[src/rtl/mem32_access_arbiter_if.sv]
// Bundle of requester, clear-control and memory-side signals around the 32-byte memory arbiter.
// The slave view belongs to the arbiter; the master view to requesters plus the memory.
interface mem32_access_arbiter_if #(
  parameter int ADDR_W = 5,
  parameter int DATA_W = 8
);
  logic              req_a;
  logic              we_a;
  logic [ADDR_W-1:0] addr_a;
  logic [DATA_W-1:0] wdata_a;
  logic              req_b;
  logic              we_b;
  logic [ADDR_W-1:0] addr_b;
  logic [DATA_W-1:0] wdata_b;
  logic              ack_a;
  logic              ack_b;
  logic [DATA_W-1:0] rdata;
  logic              clr_start;
  logic              clr_done;
  logic              busy;
  logic [ADDR_W-1:0] mem_addr;
  logic [DATA_W-1:0] mem_I;
  logic              mem_read;
  logic              mem_write;
  logic [DATA_W-1:0] mem_O;

  modport slave (
    input  req_a, we_a, addr_a, wdata_a,
    input  req_b, we_b, addr_b, wdata_b,
    input  clr_start, mem_O,
    output ack_a, ack_b, rdata, clr_done, busy,
    output mem_addr, mem_I, mem_read, mem_write
  );

  modport master (
    output req_a, we_a, addr_a, wdata_a,
    output req_b, we_b, addr_b, wdata_b,
    output clr_start, mem_O,
    input  ack_a, ack_b, rdata, clr_done, busy,
    input  mem_addr, mem_I, mem_read, mem_write
  );
endinterface

[src/rtl/mem32_access_arbiter.sv]
// Round-robin arbiter for two requesters onto a shared single-port memory, with a
// self-timed clear sequencer. Every output, including the memory controls, is a register.
module mem32_access_arbiter #(
  parameter int ADDR_W = 5,
  parameter int DATA_W = 8
) (
  input  logic                   clk,
  input  logic                   reset,
  mem32_access_arbiter_if.slave  bus
);

  typedef enum logic [2:0] {IDLE, ACCESS, ACK, CLEAR, CDONE} state_t;

  localparam logic [ADDR_W-1:0] LAST_ADDR = '1;

  state_t            state_reg, state_next;
  logic              last_grant_reg, last_grant_next;  // 1 = B granted last
  logic              owner_reg, owner_next;            // 1 = B owns the access
  logic [ADDR_W-1:0] cnt_reg, cnt_next;
  logic [ADDR_W-1:0] mem_addr_reg, mem_addr_next;
  logic [DATA_W-1:0] mem_i_reg, mem_i_next;
  logic              mem_read_reg, mem_read_next;
  logic              mem_write_reg, mem_write_next;
  logic              ack_a_reg, ack_a_next;
  logic              ack_b_reg, ack_b_next;
  logic [DATA_W-1:0] rdata_reg, rdata_next;
  logic              clr_done_reg, clr_done_next;
  logic              busy_reg, busy_next;
  logic              pick_b;
  logic              we_sel;

  always_ff @(posedge clk) begin
    if (reset) begin
      state_reg      <= IDLE;
      last_grant_reg <= 1'b1;
      owner_reg      <= 1'b0;
      cnt_reg        <= '0;
      mem_addr_reg   <= '0;
      mem_i_reg      <= '0;
      mem_read_reg   <= 1'b0;
      mem_write_reg  <= 1'b0;
      ack_a_reg      <= 1'b0;
      ack_b_reg      <= 1'b0;
      rdata_reg      <= '0;
      clr_done_reg   <= 1'b0;
      busy_reg       <= 1'b0;
    end else begin
      state_reg      <= state_next;
      last_grant_reg <= last_grant_next;
      owner_reg      <= owner_next;
      cnt_reg        <= cnt_next;
      mem_addr_reg   <= mem_addr_next;
      mem_i_reg      <= mem_i_next;
      mem_read_reg   <= mem_read_next;
      mem_write_reg  <= mem_write_next;
      ack_a_reg      <= ack_a_next;
      ack_b_reg      <= ack_b_next;
      rdata_reg      <= rdata_next;
      clr_done_reg   <= clr_done_next;
      busy_reg       <= busy_next;
    end
  end

  // Next-state logic also computes the value each output register takes in the next state.
  always_comb begin
    state_next      = state_reg;
    last_grant_next = last_grant_reg;
    owner_next      = owner_reg;
    cnt_next        = cnt_reg;
    mem_addr_next   = mem_addr_reg;
    mem_i_next      = mem_i_reg;
    mem_read_next   = 1'b0;
    mem_write_next  = 1'b0;
    ack_a_next      = 1'b0;
    ack_b_next      = 1'b0;
    rdata_next      = rdata_reg;
    clr_done_next   = 1'b0;
    pick_b          = 1'b0;
    we_sel          = 1'b0;
    case (state_reg)
      IDLE: begin
        if (bus.clr_start) begin
          state_next     = CLEAR;
          cnt_next       = '0;
          mem_addr_next  = '0;
          mem_i_next     = '0;
          mem_write_next = 1'b1;
        end else if (bus.req_a || bus.req_b) begin
          // On a tie the requester that did not win last time is granted.
          pick_b          = bus.req_b && (!bus.req_a || !last_grant_reg);
          we_sel          = pick_b ? bus.we_b : bus.we_a;
          owner_next      = pick_b;
          last_grant_next = pick_b;
          mem_addr_next   = pick_b ? bus.addr_b : bus.addr_a;
          mem_write_next  = we_sel;
          mem_read_next   = !we_sel;
          if (we_sel) begin
            mem_i_next = pick_b ? bus.wdata_b : bus.wdata_a;
          end
          state_next = ACCESS;
        end
      end
      ACCESS: begin
        // mem_O is only sampled while the memory is actively driving it.
        if (mem_read_reg) begin
          rdata_next = bus.mem_O;
        end
        ack_a_next = !owner_reg;
        ack_b_next = owner_reg;
        state_next = ACK;
      end
      ACK: begin
        state_next = IDLE;
      end
      CLEAR: begin
        cnt_next = cnt_reg + 1'b1;
        if (cnt_reg == LAST_ADDR) begin
          clr_done_next = 1'b1;
          state_next    = CDONE;
        end else begin
          mem_addr_next  = cnt_reg + 1'b1;
          mem_write_next = 1'b1;
        end
      end
      CDONE: begin
        state_next = IDLE;
      end
      default: begin
        state_next = IDLE;
      end
    endcase
  end

  assign busy_next = (state_next != IDLE);

  assign bus.ack_a     = ack_a_reg;
  assign bus.ack_b     = ack_b_reg;
  assign bus.rdata     = rdata_reg;
  assign bus.clr_done  = clr_done_reg;
  assign bus.busy      = busy_reg;
  assign bus.mem_addr  = mem_addr_reg;
  assign bus.mem_I     = mem_i_reg;
  assign bus.mem_read  = mem_read_reg;
  assign bus.mem_write = mem_write_reg;

endmodule

[src/flat_wrapper.sv]
// flat-port wrapper written by rule: the top's interface ports become plain ports
module mem32_access_arbiter_flat 
#(
  parameter int ADDR_W = 5,
  parameter int DATA_W = 8
)
  (clk, reset, bus_req_a, bus_we_a, bus_addr_a, bus_wdata_a, bus_req_b, bus_we_b, bus_addr_b, bus_wdata_b, bus_clr_start, bus_mem_O, bus_ack_a, bus_ack_b, bus_rdata, bus_clr_done, bus_busy, bus_mem_addr, bus_mem_I, bus_mem_read, bus_mem_write);
  mem32_access_arbiter_if #(.ADDR_W(ADDR_W), .DATA_W(DATA_W)) bus_i ();
  input  logic clk;
  input  logic reset;
  input wire logic [$bits(bus_i.req_a)-1:0] bus_req_a;
  input wire logic [$bits(bus_i.we_a)-1:0] bus_we_a;
  input wire logic [$bits(bus_i.addr_a)-1:0] bus_addr_a;
  input wire logic [$bits(bus_i.wdata_a)-1:0] bus_wdata_a;
  input wire logic [$bits(bus_i.req_b)-1:0] bus_req_b;
  input wire logic [$bits(bus_i.we_b)-1:0] bus_we_b;
  input wire logic [$bits(bus_i.addr_b)-1:0] bus_addr_b;
  input wire logic [$bits(bus_i.wdata_b)-1:0] bus_wdata_b;
  input wire logic [$bits(bus_i.clr_start)-1:0] bus_clr_start;
  input wire logic [$bits(bus_i.mem_O)-1:0] bus_mem_O;
  output wire logic [$bits(bus_i.ack_a)-1:0] bus_ack_a;
  output wire logic [$bits(bus_i.ack_b)-1:0] bus_ack_b;
  output wire logic [$bits(bus_i.rdata)-1:0] bus_rdata;
  output wire logic [$bits(bus_i.clr_done)-1:0] bus_clr_done;
  output wire logic [$bits(bus_i.busy)-1:0] bus_busy;
  output wire logic [$bits(bus_i.mem_addr)-1:0] bus_mem_addr;
  output wire logic [$bits(bus_i.mem_I)-1:0] bus_mem_I;
  output wire logic [$bits(bus_i.mem_read)-1:0] bus_mem_read;
  output wire logic [$bits(bus_i.mem_write)-1:0] bus_mem_write;
  assign bus_i.req_a = bus_req_a;
  assign bus_i.we_a = bus_we_a;
  assign bus_i.addr_a = bus_addr_a;
  assign bus_i.wdata_a = bus_wdata_a;
  assign bus_i.req_b = bus_req_b;
  assign bus_i.we_b = bus_we_b;
  assign bus_i.addr_b = bus_addr_b;
  assign bus_i.wdata_b = bus_wdata_b;
  assign bus_i.clr_start = bus_clr_start;
  assign bus_i.mem_O = bus_mem_O;
  assign bus_ack_a = bus_i.ack_a;
  assign bus_ack_b = bus_i.ack_b;
  assign bus_rdata = bus_i.rdata;
  assign bus_clr_done = bus_i.clr_done;
  assign bus_busy = bus_i.busy;
  assign bus_mem_addr = bus_i.mem_addr;
  assign bus_mem_I = bus_i.mem_I;
  assign bus_mem_read = bus_i.mem_read;
  assign bus_mem_write = bus_i.mem_write;
  mem32_access_arbiter #(.ADDR_W(ADDR_W), .DATA_W(DATA_W)) u_core (.clk(clk), .reset(reset), .bus(bus_i));
endmodule
[config.mk]
export PLATFORM = sky130hd
export DESIGN_NAME = mem32_access_arbiter_flat
export DESIGN_NICKNAME = d
export VERILOG_FILES = /design/src/rtl/mem32_access_arbiter_if.sv /design/src/rtl/mem32_access_arbiter.sv /design/src/flat_wrapper.sv
export SDC_FILE = /design/constraint.sdc
export NUM_CORES = 1
export LEC_CHECK = 0
export CAP_MARGIN = 5
export CORE_MARGIN = 4
export CORE_UTILIZATION = 39
export CTS_CLUSTER_SIZE = 12
export DETAILED_ROUTE_END_ITERATION = 10
export GPL_TIMING_DRIVEN = 1
export PLACE_DENSITY = 0.76
export SYNTH_ARGS = -nofsm -noshare
export SYNTH_HDL_FRONTEND = slang
export SYNTH_SLANG_ARGS = --single-unit
[constraint.sdc]
create_clock -name clk -period 1.6 [get_ports clk]
set_input_delay 0.48 -clock clk [delete_from_list [all_inputs] [get_ports clk]]
set_output_delay 0.48 -clock clk [all_outputs]
set_load 0.01 [all_outputs]
==> results.md <==
- Global route overflow: 0
- Area post-placement: 2710 sq um
- Mux share of post-synthesis cell area: 0.191
- Post-layout nets: 321
- Met1 usage: 0.202
- Critical Path RT: 1780 ps
- DP HPWL: 3280 microns
- Full die area: 5610 sq um
- Post-layout min period: 1580 ps
- Routed WL: 4400 microns
- Pleak: 0.00127 uW
- R2R depth: 6
- CTS tree: done
- Vias after detailed routing: 1586
- # rows: 24
- Pwr Total: 2280 uW
- Final Cycle Share: 0.989
- Initial Util: 0.401
- VDD IR max: 598 uV
- Count of pins over their slew limit: 0
- First DRT Iteration DRCs: 46
- NetSw: 610 uW
- Seq cells post-synth: 37
- Sw Ratio: 0.267
- Relative slew slack: 0.778
- Max Cap Violations: 0
- Most common cell after layout, fill and taps aside: clkdlybuf4s50_1
- Number of global-route vias before repair: 1558
- Share of cells above drive strength 1: 0.260
- Met2 Use GR: 0.259
- Crit path capture type: register
- CP Capture Point: u_core.bus.busy
- Die width: 74.9 microns
- Clk Latency, worst-skew pair: 300 ps
- Hold_sp: u_core.owner_reg
- Placer Congestion: 0.796
- Post-synthesis cell area: 1750 sq um
- Final setup viols: 0
- Clk_skew: 9.44 ps
- H-Tree Depth: 2
- Worst Hold Class: reg -> reg
- I/O Buffers: 67
- Comb pwr share: 0.262
- FFs w/ async S/R, synth: 0
- Final Util: 0.659
- Fin. Hold Viols: 0
- RSZ-0062 raised after global routing: yes
- Post-Synth XOR/XNOR Area: 0.0100
- Main area contributors after synthesis: dfxtp_1 (42%), mux2i_1 (13%), mux2_2 (6.4%)
- Register share of total power: 0.441
- Netlist cell types: 36
- Vias/cell: 4.82
- Main synth FF type: dfxtp_1
- Sink Count: 37
- Clock slew at reported path FFs: 70 ps
- CP max FO: 3
- Post-synth EDFFs: 0
- Worst flop-to-flop path startpoint: u_core.cnt_reg[0]
- RR Endpoint: u_core.bus.busy
- Die H: 74.9 microns
- Placeable core region: 4350 sq um
- Simple-gate share of the synthesized area: 0.216
- CTS root buffer: clkbuf_8
- Syn_nets: 222
- Area grow syn2layout: 64.2%
- Least-Margin Pin Slew: 333 ps
- Clk buf depth: 2
- Ports: 68
- Pwr/cell area: 796 nW/um^2
- Initial antenna violation count: 0
- Critical path data arrival time: 1760 ps
- DRC Markers: 0
- Status: finished, final reports clean
- Synth Area in Compound Gates: 0.109
- Final TNS setup: 0 ps
- First-pass detailed-route iteration total: 4
- Largest net degree at the start of global routing: 12
- M3 GR Usage: 0.0481
- Int Power: 1670 uW
- # fillers: 341
- Startpoint types: register
- Mapped Cells: 178
- Hold_buf cts: 0
- Antenna violation net count after detailed routing: 0
- Average cell area after synthesis: 9.81 sq um
- Post-synth top area share: 0.424
- Most frequent cells in the layout: clkdlybuf4s50_1 (37), dfxtp_1 (34), buf_4 (31)
- DR WL/cell: 13.4 microns
- GRT Total Usage: 0.165
- Largest family of logic cells by synthesized area: simple AND/OR/NAND/NOR gates
- Post-synthesis sequential area ratio: 0.424
- Kind of critical path: reg -> reg
- ANT cells: 0
- Fmax: 0.632 GHz
- Top Usage Layer GRT: met2
- Ys Warns: 0
- Design Area, Final: 2870 sq um
- Synth Area in Adders: 0.0215
- CTS Buf Count: 5
- Critical path origin: u_core.cnt_reg[0]
- Clock share of power: 0.297
- R2r setup slk: 20 ps
- First-pass GRT wire length: 6920 microns
- Synth area leader: dfxtp_1
per-stage QoR:
stage / setup slack [ps] / instances / hold slack, ps
2_1_floorplan: -66.1 / 178 / 402
3_3_place_gp: -476 / 318 / 424
3_5_place_dp: -519 / 318 / 430
4_1_cts: 18.7 / 326 / 443
5_1_grt: -3.61 / 329 / 465
6_report: 17.9 / 329 / 445
routing by layer:
| layer | share of wire | up-vias |
|---|---|---|
| met4 | 0.023 | 0 |
| met3 | 0.083 | 8 |
| met5 | 0 | - |
| li1 | - | 818 |
| met2 | 0.45 | 49 |
| met1 | 0.44 | 711 |
critical path, cell delays in order (launching register included):
cell and delay [ps]:
dfxtp_2 360, ha_4 140, and3_4 200, ha_4 160
a21boi_2 50, o21a_1 200, or3_1 360
cell families after synthesis:
logic type | Yosys count
fa+ha+maj | 3
compound gates | 21
flops | 37
mux | 32
xor+xnor | 2
buf+inv | 10
simple gates | 73
repair_timing:
item	CTS	global route
setup endpoints to repair	45	7
pin swaps	2	7
gates resized for setup	40	6
buffers inserted	1	3
cells in the mapped netlist, drive strengths merged (4+ instances only):
library cell	number
dfxtp	37
nand2b	11
mux2i	22
clkbuf	4
mux2	10
nand2	15
nor2	25
nor3	6
buf	5
a21oi	5
how the worst min path moves through the flow:
stage / cells after the start / slack, ps / end
2_1_floorplan: 1 / 400 / u_core.bus.ack_a
3_3_place_gp: 1 / 420 / u_core.bus.ack_a
3_5_place_dp: 1 / 430 / u_core.bus.ack_a
4_1_cts: 1 / 440 / u_core.bus.ack_a
5_1_grt: 1 / 470 / u_core.bus.ack_a
6_report: 1 / 450 / u_core.bus.ack_a
area by class of cell:
cell class	count	area, sq um	share of cell area
multi-input combinational	131	1050	0.365
clock buffer	6	82.6	0.0288
clock inverter	1	7.51	0.00262
tap	52	65.1	0.0227
inverter	1	3.75	0.00131
timing repair buffer	101	917	0.320
sequential	37	744	0.260
power by group through the flow:
stage          Sequential, uW  Clock, uW  Combinational, uW
6_report                 1010        678                597
5_1_grt                  1010        733                644
4_1_cts                  1010        690                583
3_5_place_dp             1030          0                599
3_3_place_gp             1030          0                593
2_1_floorplan            1040          0                268
(Power assumes the default switching activity.)
==> RTL change: new RTL, same settings <==
`DATA_W` is set to 8 in 3 places; all go to 12.
--- a/src/rtl/mem32_access_arbiter_if.sv
+++ b/src/rtl/mem32_access_arbiter_if.sv
@@ -4,3 +4,3 @@
   parameter int ADDR_W = 5,
-  parameter int DATA_W = 8
+  parameter int DATA_W = 12
 );
--- a/src/rtl/mem32_access_arbiter.sv
+++ b/src/rtl/mem32_access_arbiter.sv
@@ -4,3 +4,3 @@
   parameter int ADDR_W = 5,
-  parameter int DATA_W = 8
+  parameter int DATA_W = 12
 ) (
--- a/src/flat_wrapper.sv
+++ b/src/flat_wrapper.sv
@@ -4,3 +4,3 @@
   parameter int ADDR_W = 5,
-  parameter int DATA_W = 8
+  parameter int DATA_W = 12
 )
Interface: changed (5 resized); port bits go from 68 to 88. The function was not compared with the original's and may differ.
==> RTL change against the original RTL <==
  * The run now ends with setup timing left
  * Sequential share of layout area fell by 0.36 points
  * Sequential cell count rose by 8
  * Cell area rose by 23%
  * Setup slack got worse by 50 ps
  * Wire length rose by 32%
  * Non-clock buffer count rose by 23
  * Power rose by 31%
  * Area after synthesis rose by 20%
  * Largest cell class unchanged
==> RTL change: results (changes against the original RTL) <==
power:
  p_leak_nw: 1.560  # was 1.274 nW
  peakVddDrop_mv: 0.4905  # was 0.5984 mV
run_status:
  outcome: "complete, but fails checks"  # was finished clean
  violations: "setup timing"
global_route:
  grt_util_all_layers: 0.1851  # was 0.1647
  grt_max_degree: 23  # was 12
place:
  post-place-ws_ps: -536.1  # was -519.4 ps
  dpl.hpwl_um: 4120  # was 3278 um
  gp_congestion: 0.7643  # was 0.7958
  place_inst: 397  # was 318
  port_buffers: 87  # was 67
worst_setup_path:
  critPathMaxFanout: 2  # was 3
  critical-path-slowest-cell: "or3_1"  # was dfxtp_2
  reg2reg_depth: 7  # was 6
  rr_startpoint: "u_core.cnt_reg[1]"  # was u_core.cnt_reg[0]
  cp_data_arrival_time_ps: 1810  # was 1760 ps
clock_tree:
  clkTransAtPathRegs_ps: 90  # was 70 ps
detailed_routing:
  wl_per_cell_um: 13.97  # was 13.36 um
  vias: 2011  # was 1,586
  drtIter0Drc: 47  # was 46
timing:
  setup_violations: 1  # was 0
  tightest_slew_ps: 353.0  # was 333.3 ps
  timing.final.ws_setup_ps: -32.02  # was 17.92 ps
synthesis:
  ys_seq_area_frac: 0.4311  # was 0.4241
  synth_commonest_cells: "45 x dfxtp_1, 44 x nand2_1, 19 x mux2i_1, 19 x nand2b_1, 17 x a21oi_1"  # was 37 x dfxtp_1, 24 x nor2_1, 22 x mux2i_1
  synth_area_per_cell_um2: 9.124  # was 9.813 um^2
  synth_nets: 285  # was 222
  synth_cell_types: 37  # was 36
cells_and_area:
  layout.nets: 401  # was 321
  drive_gt1_frac: 0.2428  # was 0.2599
  nFillCells: 436  # was 341
RTL change: cell types whose count changed in the layout (fill, tap and decap cells not counted), sizes merged, moves of 3 or more:
cell           change
clkdlybuf4s50     +12
dlygate4sd2        +7
o311a              -3
a21oi             +12
mux2i              -3
nor2              -12
dfxtp              +8
nand2b             +8
nand2             +29
RTL change: report_power, final:
group | switching [W] | total (W) | internal, W
Sequential | 0.0000298 | 0.00121 | 0.00118
Clock | 0.000401 | 0.00102 | 0.000620
Combinational | 0.000298 | 0.000758 | 0.000460
RTL change: worst min path at each step:
stage                        start                   to  slack [ps]  depth (start not counted)
2_1_floorplan     u_core.owner_reg     u_core.bus.ack_a         410                          1
3_3_place_gp   u_core.bus.rdata[0]  u_core.bus.rdata[0]         440                          2
3_5_place_dp   u_core.bus.rdata[1]  u_core.bus.rdata[1]         450                          2
4_1_cts        u_core.bus.rdata[1]  u_core.bus.rdata[1]         460                          2
5_1_grt        u_core.bus.rdata[6]  u_core.bus.rdata[6]         480                          2
6_report       u_core.bus.rdata[1]  u_core.bus.rdata[1]         450                          2
RTL change: critical path, delay by kind of cell (launching register included):
| kind | cells | cell delay (ps) |
|---|---|---|
| compound gates | 1 | 150 |
| fa+ha+maj | 2 | 290 |
| simple gates | 4 | 710 |
| flops | 1 | 360 |
RTL change: final cells by class:
type,instances,area (um^2),area share
Clock buffer,5,68.82,0.01945
Clock inverter,3,65.06,0.01839
Multi-Input combinational cell,169,1232,0.3483
Sequential cell,45,905.9,0.2560
Tap cell,70,87.58,0.02475
Timing Repair Buffer,124,1179,0.3331
RTL change: metrics by stage:
step / setup TNS, ps / area [um^2] / utilization
finish: -32.02 / 3538 / 0.6884
global route: -274.2 / 3538 / 0.6884
CTS: -116.4 / 3462 / 0.6736
detailed placement: -12540 / 3182 / 0.6190
global placement: -11910 / 3182 / 0.6190
floorplan: -916.7 / 2102 / -
RTL change: what timing repair did:
item,in CTS,in global routing
gates cloned,2,0
buffers inserted,8,1
pin swaps,5,7
hold buffers,0,0
gates resized for setup,54,13
setup endpoints to repair,60,32
RTL change: logic make-up (layout without fill, tap and decap cells):
| kind of cell | count (synthesis) | count (layout) | synth area share |
|---|---|---|---|
| and+or+nand+nor | 102 | 102 | 0.2395 |
| DFF | 45 | 45 | 0.4311 |
| AOI/OAI and AO/OA | 31 | 31 | 0.1084 |
| muxes | 31 | 31 | 0.1557 |
| buffers and inverters | 15 | 132 | 0.03892 |
| adders and majority gates | 3 | 3 | 0.01797 |
| xor gates and xnor gates | 2 | 2 | 0.008385 |
RTL change: metal layers:
metal,part of all wire,vias up,track usage
li1,-,1013,-
met1,0.37,930,0.1845
met2,0.52,63,0.3432
met3,0.090,5,0.08093
met4,0.011,0,0.05743
met5,0,-,0
